`src/rtl/voter_pkg.sv`:
```
// voter_pkg: session state encoding and one-hot verdict constants shared by the voter_seq slice.
package voter_pkg;
  typedef enum logic [1:0] {IDLE, COLLECT, TALLY} state_t;
  localparam logic [2:0] VERDICT_PASS = 3'b001;
  localparam logic [2:0] VERDICT_TIE  = 3'b010;
  localparam logic [2:0] VERDICT_FAIL = 3'b100;
  localparam logic [2:0] VERDICT_NONE = 3'b000;
endpackage

```
`src/rtl/voter_popcount.sv`:
```
// voter_popcount: combinational population count of an N-bit vector into W bits.
module voter_popcount #(
  parameter int N = 4,
  parameter int W = 3
) (
  input  logic [N-1:0] v,
  output logic [W-1:0] cnt
);
  always_comb begin
    cnt = '0;
    for (int i = 0; i < N; i++) cnt = cnt + W'(v[i]);
  end
endmodule

```
`src/rtl/voter_seq.sv`:
```
// voter_seq: timed N-voter ballot session with a registered one-hot verdict and counts.
// Optional quorum check is enabled by defining VOTER_QUORUM_EN.
module voter_seq
  import voter_pkg::*;
#(
  parameter int N_VOTERS = 4,
  parameter int TIMEOUT  = 16,
  parameter int QUORUM   = 3,
  parameter int CNT_W    = $clog2(N_VOTERS + 1)
) (
  input  logic                clk,
  input  logic                rst,
  input  logic                start,
  input  logic                abort,
  input  logic [N_VOTERS-1:0] vote_valid,
  input  logic [N_VOTERS-1:0] vote_yes,
  output logic                busy,
  output logic                done,
  output logic [3:1]          Out,
  output logic [CNT_W-1:0]    yes_cnt,
  output logic [CNT_W-1:0]    no_cnt,
  output logic                no_quorum
);
  localparam int TW = $clog2(TIMEOUT + 1);
  state_t state;
  logic [N_VOTERS-1:0] voted, acc;
  logic [CNT_W-1:0] yes_acc, no_acc, yes_new, no_new, yes_sum, no_sum;
  logic [TW-1:0] timer;
  logic fin;
  logic [2:0] verdict;
  assign acc = (state == COLLECT) ? (vote_valid & ~voted) : '0;
  voter_popcount #(.N(N_VOTERS), .W(CNT_W)) u_yes (.v(acc & vote_yes),  .cnt(yes_new));
  voter_popcount #(.N(N_VOTERS), .W(CNT_W)) u_no  (.v(acc & ~vote_yes), .cnt(no_new));
  assign yes_sum = yes_acc + yes_new;
  assign no_sum  = no_acc + no_new;
  assign fin     = (&(voted | acc)) || (timer == TW'(TIMEOUT - 1));
  assign busy    = state != IDLE;
  always_comb verdict = (yes_sum > no_sum) ? VERDICT_PASS : (yes_sum == no_sum) ? VERDICT_TIE : VERDICT_FAIL;
`ifdef VOTER_QUORUM_EN
  logic below_q;
  assign below_q = (32'(yes_sum) + 32'(no_sum)) < QUORUM;
`else
  assign no_quorum = 1'b0;
`endif
  // Results are registered on the COLLECT exit edge so done/Out are visible during TALLY.
  always_ff @(posedge clk or posedge rst) begin
    if (rst) begin
      state   <= IDLE;
      done    <= 1'b0;
      Out     <= '0;
      yes_cnt <= '0;
      no_cnt  <= '0;
      voted   <= '0;
      yes_acc <= '0;
      no_acc  <= '0;
      timer   <= '0;
`ifdef VOTER_QUORUM_EN
      no_quorum <= 1'b0;
`endif
    end else begin
      done <= 1'b0;
      unique case (state)
        IDLE: begin
          voted   <= '0;
          yes_acc <= '0;
          no_acc  <= '0;
          timer   <= '0;
          if (start) state <= COLLECT;
        end
        COLLECT: begin
          if (abort) state <= IDLE;
          else begin
            voted   <= voted | acc;
            yes_acc <= yes_sum;
            no_acc  <= no_sum;
            timer   <= timer + 1'b1;
            if (fin) begin
              state   <= TALLY;
              done    <= 1'b1;
              yes_cnt <= yes_sum;
              no_cnt  <= no_sum;
`ifdef VOTER_QUORUM_EN
              Out       <= below_q ? VERDICT_NONE : verdict;
              no_quorum <= below_q;
`else
              Out <= verdict;
`endif
            end
          end
        end
        TALLY:   state <= IDLE;
        default: state <= IDLE;
      endcase
    end
  end
endmodule
```
`config.mk`:
```
export PLATFORM = sky130hd
export DESIGN_NAME = voter_seq
export DESIGN_NICKNAME = d
export VERILOG_FILES = /design/src/rtl/voter_pkg.sv /design/src/rtl/voter_popcount.sv /design/src/rtl/voter_seq.sv
export SDC_FILE = /design/constraint.sdc
export NUM_CORES = 1
export LEC_CHECK = 0
export BUFFER_PORTS_ARGS = -buffer_cell sky130_fd_sc_hd__buf_2
export CORE_MARGIN = 3
export CORE_UTILIZATION = 30
export CTS_BUF_LIST = sky130_fd_sc_hd__clkbuf_16
export DETAILED_ROUTE_END_ITERATION = 10
export PLACE_DENSITY_LB_ADDON = 0.08
export SYNTH_ARGS = -nofsm -noshare
export SYNTH_HDL_FRONTEND = slang
export SYNTH_HIERARCHICAL = 1
export SYNTH_SLANG_ARGS = --single-unit
```
`constraint.sdc`:
```
create_clock -name clk -period 4.3 [get_ports clk]
set_input_delay 0.645 -clock clk [delete_from_list [all_inputs] [get_ports clk]]
set_output_delay 0.645 -clock clk [all_outputs]
set_load 0.1 [all_outputs]
```
After elaboration in Yosys (flattened, before gate mapping)
Index checks and enable logic that the tools add are counted.

Input bits: 12. Register bits: 27. Logic and storage cells: 58. Output and inout port bits: 12.

Bitwise operators: 7. $lt $le $gt $ge: 1. Equal/unequal tests: 6. Reduce and logical (&&, ||, !) cells: 8. Add/sub/neg operators: 9. Muxes and demuxes: 18.

Operator list (count): 3-bit by 1-bit adder with 3-bit output (4); 4-bit bitwise AND (3); 3-bit 2-to-1 mux (4); 3-bit case mux with 2 select lines (2); 5-bit case mux with 2 select lines (1); 4-bit 2-to-1 mux (2); 4-bit NOT (2); 4-bit case mux with 2 select lines (1); 3-bit adder (2); 2-bit 2-to-1 mux (3); 5-bit by 1-bit adder with 5-bit output (second input constant) (1); 5-bit by 4-bit == test with 1-bit output (second input constant) (1); 5-bit 2-to-1 mux (1); 1-bit by 1-bit adder with 2-bit output (2); 2-bit inequality test (second input constant) (2); 4-bit bitwise OR (1); 2-bit case mux with 2 select lines (1); 2-bit AND reduction (2); 4-bit AND reduction (1); 2-bit nonzero test (2); 3-bit == test (1); 3-bit greater-than comparator (1); 1-bit 2-to-1 mux (3); 3-bit inequality test (second input constant) (1); other kinds (5) (5).

Logic depth before layout (Yosys ltp)
Depth after elaboration: 11. Depth in mapped cells: 16. Gate-level depth less buffers: 15.

Hierarchy
The synthesis kept the hierarchy.

By module, submodules not included: voter_seq (area each 1544.0 sq um, sequential area each 675.6 sq um, cells an instance 141, times used 1); voter_popcount (area each 63.8 sq um, sequential area each 0.0 sq um, cells an instance 8, times used 2).

Worst setup path before layout
No wires, ideal clock.

Path type: register -> register. Start point: register state[1]. End point: register Out[3] (netlist bit). Clock period less this slack: 3.553 ns. Arrival: 3.473 ns. Path buffers: 1. Stages on the path, launching flop included: 15. Slack: 0.747 ns. Library setup time: 0.079 ns. Required time: 4.221 ns. Cell sequence: dfrtp_1 buf_6 nor2b_1 nor4bb_1 inv_1 fa_1 inv_1 ha_1 ha_1 inv_1 fa_1 ha_1 a21o_1 maj3_2 mux2i_1.

Longest elaborated chain between the ends: 10. Elaborated cells on any way between the ends: 20. Classes of those cells: add/sub: 8; order compare: 1; eq/ne: 2; mux: 3; bitwise: 3; reduce/logical: 3.

Ends and longest elaborated chain: start: declaration (RTL line voter_seq.sv:25) `state_t state;`; start signal: assignment (RTL line voter_seq.sv:48) `state <= IDLE;`; start signal: assignment (RTL line voter_seq.sv:68) `if (start) state <= COLLECT;`; start signal: assignment (RTL line voter_seq.sv:71) `if (abort) state <= IDLE;`; 2-bit by 1-bit == test with 1-bit output (*) (RTL line voter_seq.sv:31) `assign acc = (state == COLLECT) ? (vote_valid & ~voted) : '0;`; 4-bit 2-to-1 mux (*) (RTL line voter_seq.sv:31); 4-bit bitwise AND (*) (RTL line voter_seq.sv:33) `voter_popcount #(.N(N_VOTERS), .W(CNT_W)) u_no (.v(acc & ~vote_yes), .cnt(no_new));`; 1-bit by 1-bit adder with 2-bit output (RTL line voter_popcount.sv:11) `for (int i = 0; i < N; i++) cnt = cnt + W'(v[i]);`; 3-bit by 1-bit adder with 3-bit output (RTL line voter_popcount.sv:11); 3-bit by 1-bit adder with 3-bit output (*) (RTL line voter_popcount.sv:11); named net no_new[1] (RTL line voter_seq.sv:27) `logic [CNT_W-1:0] yes_acc, no_acc, yes_new, no_new, yes_sum, no_sum;`; 3-bit adder (*) (RTL line voter_seq.sv:35) `assign no_sum = no_acc + no_new;`; branches (longest 2 deep; another with 3-bit greater-than comparator); 3-bit 2-to-1 mux (*) (RTL line voter_seq.sv:38) `always_comb verdict = (yes_sum > no_sum) ? VERDICT_PASS : (yes_sum == no_sum) ? VERDICT_TIE : VERDICT_FAIL;`; end signal: assignment (RTL line voter_seq.sv:86) `Out <= verdict;`; end: declaration (RTL line voter_seq.sv:19) `output logic [3:1] Out,`.

Mark *: on every way through the listed nets, which the timed path passes. A chain may end at the register's enable or synchronous reset.

Worst setup path after layout
Same ends and word-level chain as after synthesis.

==> results_dict.tcl <==
set metrics [dict create \
    status "completed" \
    end_kind "register" \
    final.setup.tns_ns 0 \
    synthSimpleGateAreaFrac 0.137 \
    fin_ws_ns 0.584 \
    clkSinkCount 27 \
    p_per_area_nw_per_um2 546 \
    grtUsageTotal 0.122 \
    antenna_found_initial 0 \
    post-route-min-period_ns 3.72 \
    slew_violations 0 \
    synth_cell_type_count 38 \
    critPathBufInv 3 \
    slew_headroom 0.266 \
    r2r_start "state[1]" \
    cts-buffers-inserted 3 \
    htree_levels 1 \
    finalNonFillerCells 249 \
    whs_endpoint "yes_acc[0]" \
    grt_pass1_vias 1239 \
    synth_compound_area_frac 0.144 \
    dr.first_iter.drc_count 76 \
    wl_per_cell_um 14.3 \
    die_y_um 80.6 \
    postLayoutCoreUtil 0.367 \
    ctsRootBufferMaster "clkbuf_16" \
    syn_avg_cell_area_um2 10.6 \
    cp.depth 13 \
    clk_pin_slew_worst_paths_ns 0.07 \
    n_antenna_cell 0 \
    fillers 541 \
    grt_remaining_overflow 0 \
    path_cells "nor2b_1, nor4bb_1, inv_1, fa_1, inv_1, ha_1, ha_1, inv_1, fa_1, ha_1, a21o_1, maj3_2, mux2i_1" \
    hold_buffers 0 \
    wirelength_mm 3.56 \
    yosysWarningCount 6 \
    rr_endpoint "Out[3]" \
    grt_max_degree 28 \
    cp_slowest_cell "fa_1" \
    min_from "yes_acc[0]" \
    fin_crit_sh 0.864 \
    synth.area.mux_share 0.0636 \
    insertion_delay_ns 0.26 \
    synth_xor_area_frac 0.0359 \
    start_kind "register" \
    hp-class "reg2reg" \
    vias 1183 \
    max_slew.worst_pin.slew_ns 1.10 \
    clockBufferDepth 2 \
    hold_slack_ns 0.495 \
    post_cts_buffers 0 \
    place_congestion 0.737 \
    io_buffers 22 \
    cap_violations 0 \
    drtAntennaViolNets 0 \
    ios 24 \
    ys_ff_latch 27 \
    dieArea_um2 6500 \
    crit_type "reg2reg" \
    crit_fanout 8 \
    finalHoldViolCount 0 \
    synth.net_count 183 \
    nets 206 \
    fp.dieW_um 80.6 \
    leakage_nw 0.974 \
    crit_required_ns 4.49 \
    finalSetupViolations 0 \
    regArea_um2 676 \
    drive_above_1_share 0.235 \
    synth_top_family_by_area "compound AO/OA/AOI/OAI gates" \
    ff2ff_path_depth 13 \
    slowest_delay_ns 0.54 \
    rows 26 \
    skew_ns 0.00470 \
    multiInputGateArea_um2 856 \
    cts_tree "done" \
    rsz0062_at_grt "false" \
    grt_pass1_wl_mm 6.09 \
    placed_cells 245 \
    avgViaCountPerCell 4.75 \
    core-area_um2 5240 \
    preCtsSetupSlack_ns 0.587 \
    synth_fa_ha_area_frac 0.129 \
    area_growth_pct 15.0 \
    cp_top_family "adder cells" \
    dp_hpwl_mm 2.71 \
    dr.pass1.iters 4 \
    synth_cells 157 \
    start_util 0.319 \
    yosysSeqAreaShare 0.404 \
    synth_area_um2 1670 \
    drc 0 \
    worst-r2r-setup-slack_ns 0.58 \
    arrival_ns 3.90 \
    irDropWorstVdd_mv 0.318 \
    post_cts_resized 0 \
    holdPathStages 2 \
    fmax_mhz 269 \
]
-- placed cells by master, fill, tap and decap left out, types with 2 or more instances in the layout --
master,n
and4b_1,4
xor2_1,2
nand2_1,8
nor2b_1,2
a22o_1,9
dfrtp_1,27
o31ai_1,2
buf_4,2
mux2i_1,2
mux2_4,5
buf_2,22
fa_1,4
ha_1,10
xnor2_1,3
a22o_2,2
a21o_1,3
o21ai_0,7
clkbuf_16,3
inv_1,24
nor3_1,2
o22a_1,2
nor2_1,6
nand2b_1,3
nor4bb_1,4
a21oi_1,7
-- worst min-delay path, cell delays in order (launching register included) --
cell     delay, ns
dfrtp_1       0.35
nand2_1       0.05
o21ai_0       0.06
-- sequential cells by signal (all words and copies together), names as in the netlist --
| signal | cells |
|---|---|
| voted | 4 |
| state | 2 |
| yes_acc | 3 |
| done | 1 |
| Out | 3 |
| no_cnt | 3 |
| no_acc | 3 |
| yes_cnt | 3 |
| timer | 5 |
-- per-layer routing --
| metal | up-vias | GRT usage | part of all wire |
|---|---|---|---|
| met5 | - | 0 | 0 |
| met4 | 0 | 0.0422 | 0.011 |
| met3 | 5 | 0.0224 | 0.029 |
| met2 | 15 | 0.193 | 0.48 |
| met1 | 579 | 0.166 | 0.48 |
| li1 | 584 | - | - |
-- kinds of logic after synthesis --
| family | after synthesis |
|---|---|
| xor+xnor | 6 |
| buf+inv | 31 |
| compound gates | 34 |
| simple gates | 35 |
| flops | 27 |
| other cells | 1 |
| fa+ha+maj | 15 |
| mux | 8 |
-- report_power, final --
part           internal (mW)  switching [mW]
logic                  0.132           0.376
registers              0.299          0.0277
clock network          0.126          0.0896
-- metrics by stage --
stage | total power, mW | instance area [µm²]
final | 1.05 | 1920
after global routing | 1.11 | 1920
after CTS | 1.07 | 1920
after detailed placement | 0.844 | 1840
after global placement | 0.835 | 1840
after floorplan | 0.750 | 1670
-- layout make-up --
class / count / area share
clock buffer: 3 / 0.0390
clock inverter: 1 / 0.00260
inverter: 25 / 0.0514
multi-input combinational: 99 / 0.445
sequential: 27 / 0.351
tap: 70 / 0.0455
timing repair buffer: 24 / 0.0651
-- synth_stat cells (all sizes together) --
master	count	share of area
a21o	3	0.013
a21oi	8	0.026
a22o	11	0.059
and3	1	0.0037
and4b	4	0.024
buf	3	0.018
clkbuf	3	0.0067
conb	1	0.0022
dfrtp	27	0.40
fa	4	0.048
ha	10	0.075
inv	25	0.059
maj3	1	0.0067
mux2	6	0.052
mux2i	2	0.012
nand2	9	0.022
nand2b	3	0.011
nand3b	1	0.0045
nand4b	1	0.0052
nor2	7	0.025
nor2b	2	0.0075
nor3	2	0.0060
nor4bb	4	0.024
o21a	1	0.0045
o21ai	7	0.021
o22a	2	0.010
o31ai	2	0.0090
or2	1	0.0037
xnor2	4	0.025
xor2	2	0.010
-- how the worst max path moves through the flow --
stage | start | to | slack [ns]
after detailed placement | vote_yes[0] | Out[3] | 0.59
after CTS | state[1] | Out[3] | 0.57
final | state[1] | Out[3] | 0.58
after global placement | vote_yes[0] | Out[3] | 0.64
after global routing | state[1] | Out[1] | 0.24
after floorplan | state[1] | Out[3] | 0.75
No activity file was read; power rests on OpenSTA's default activity.
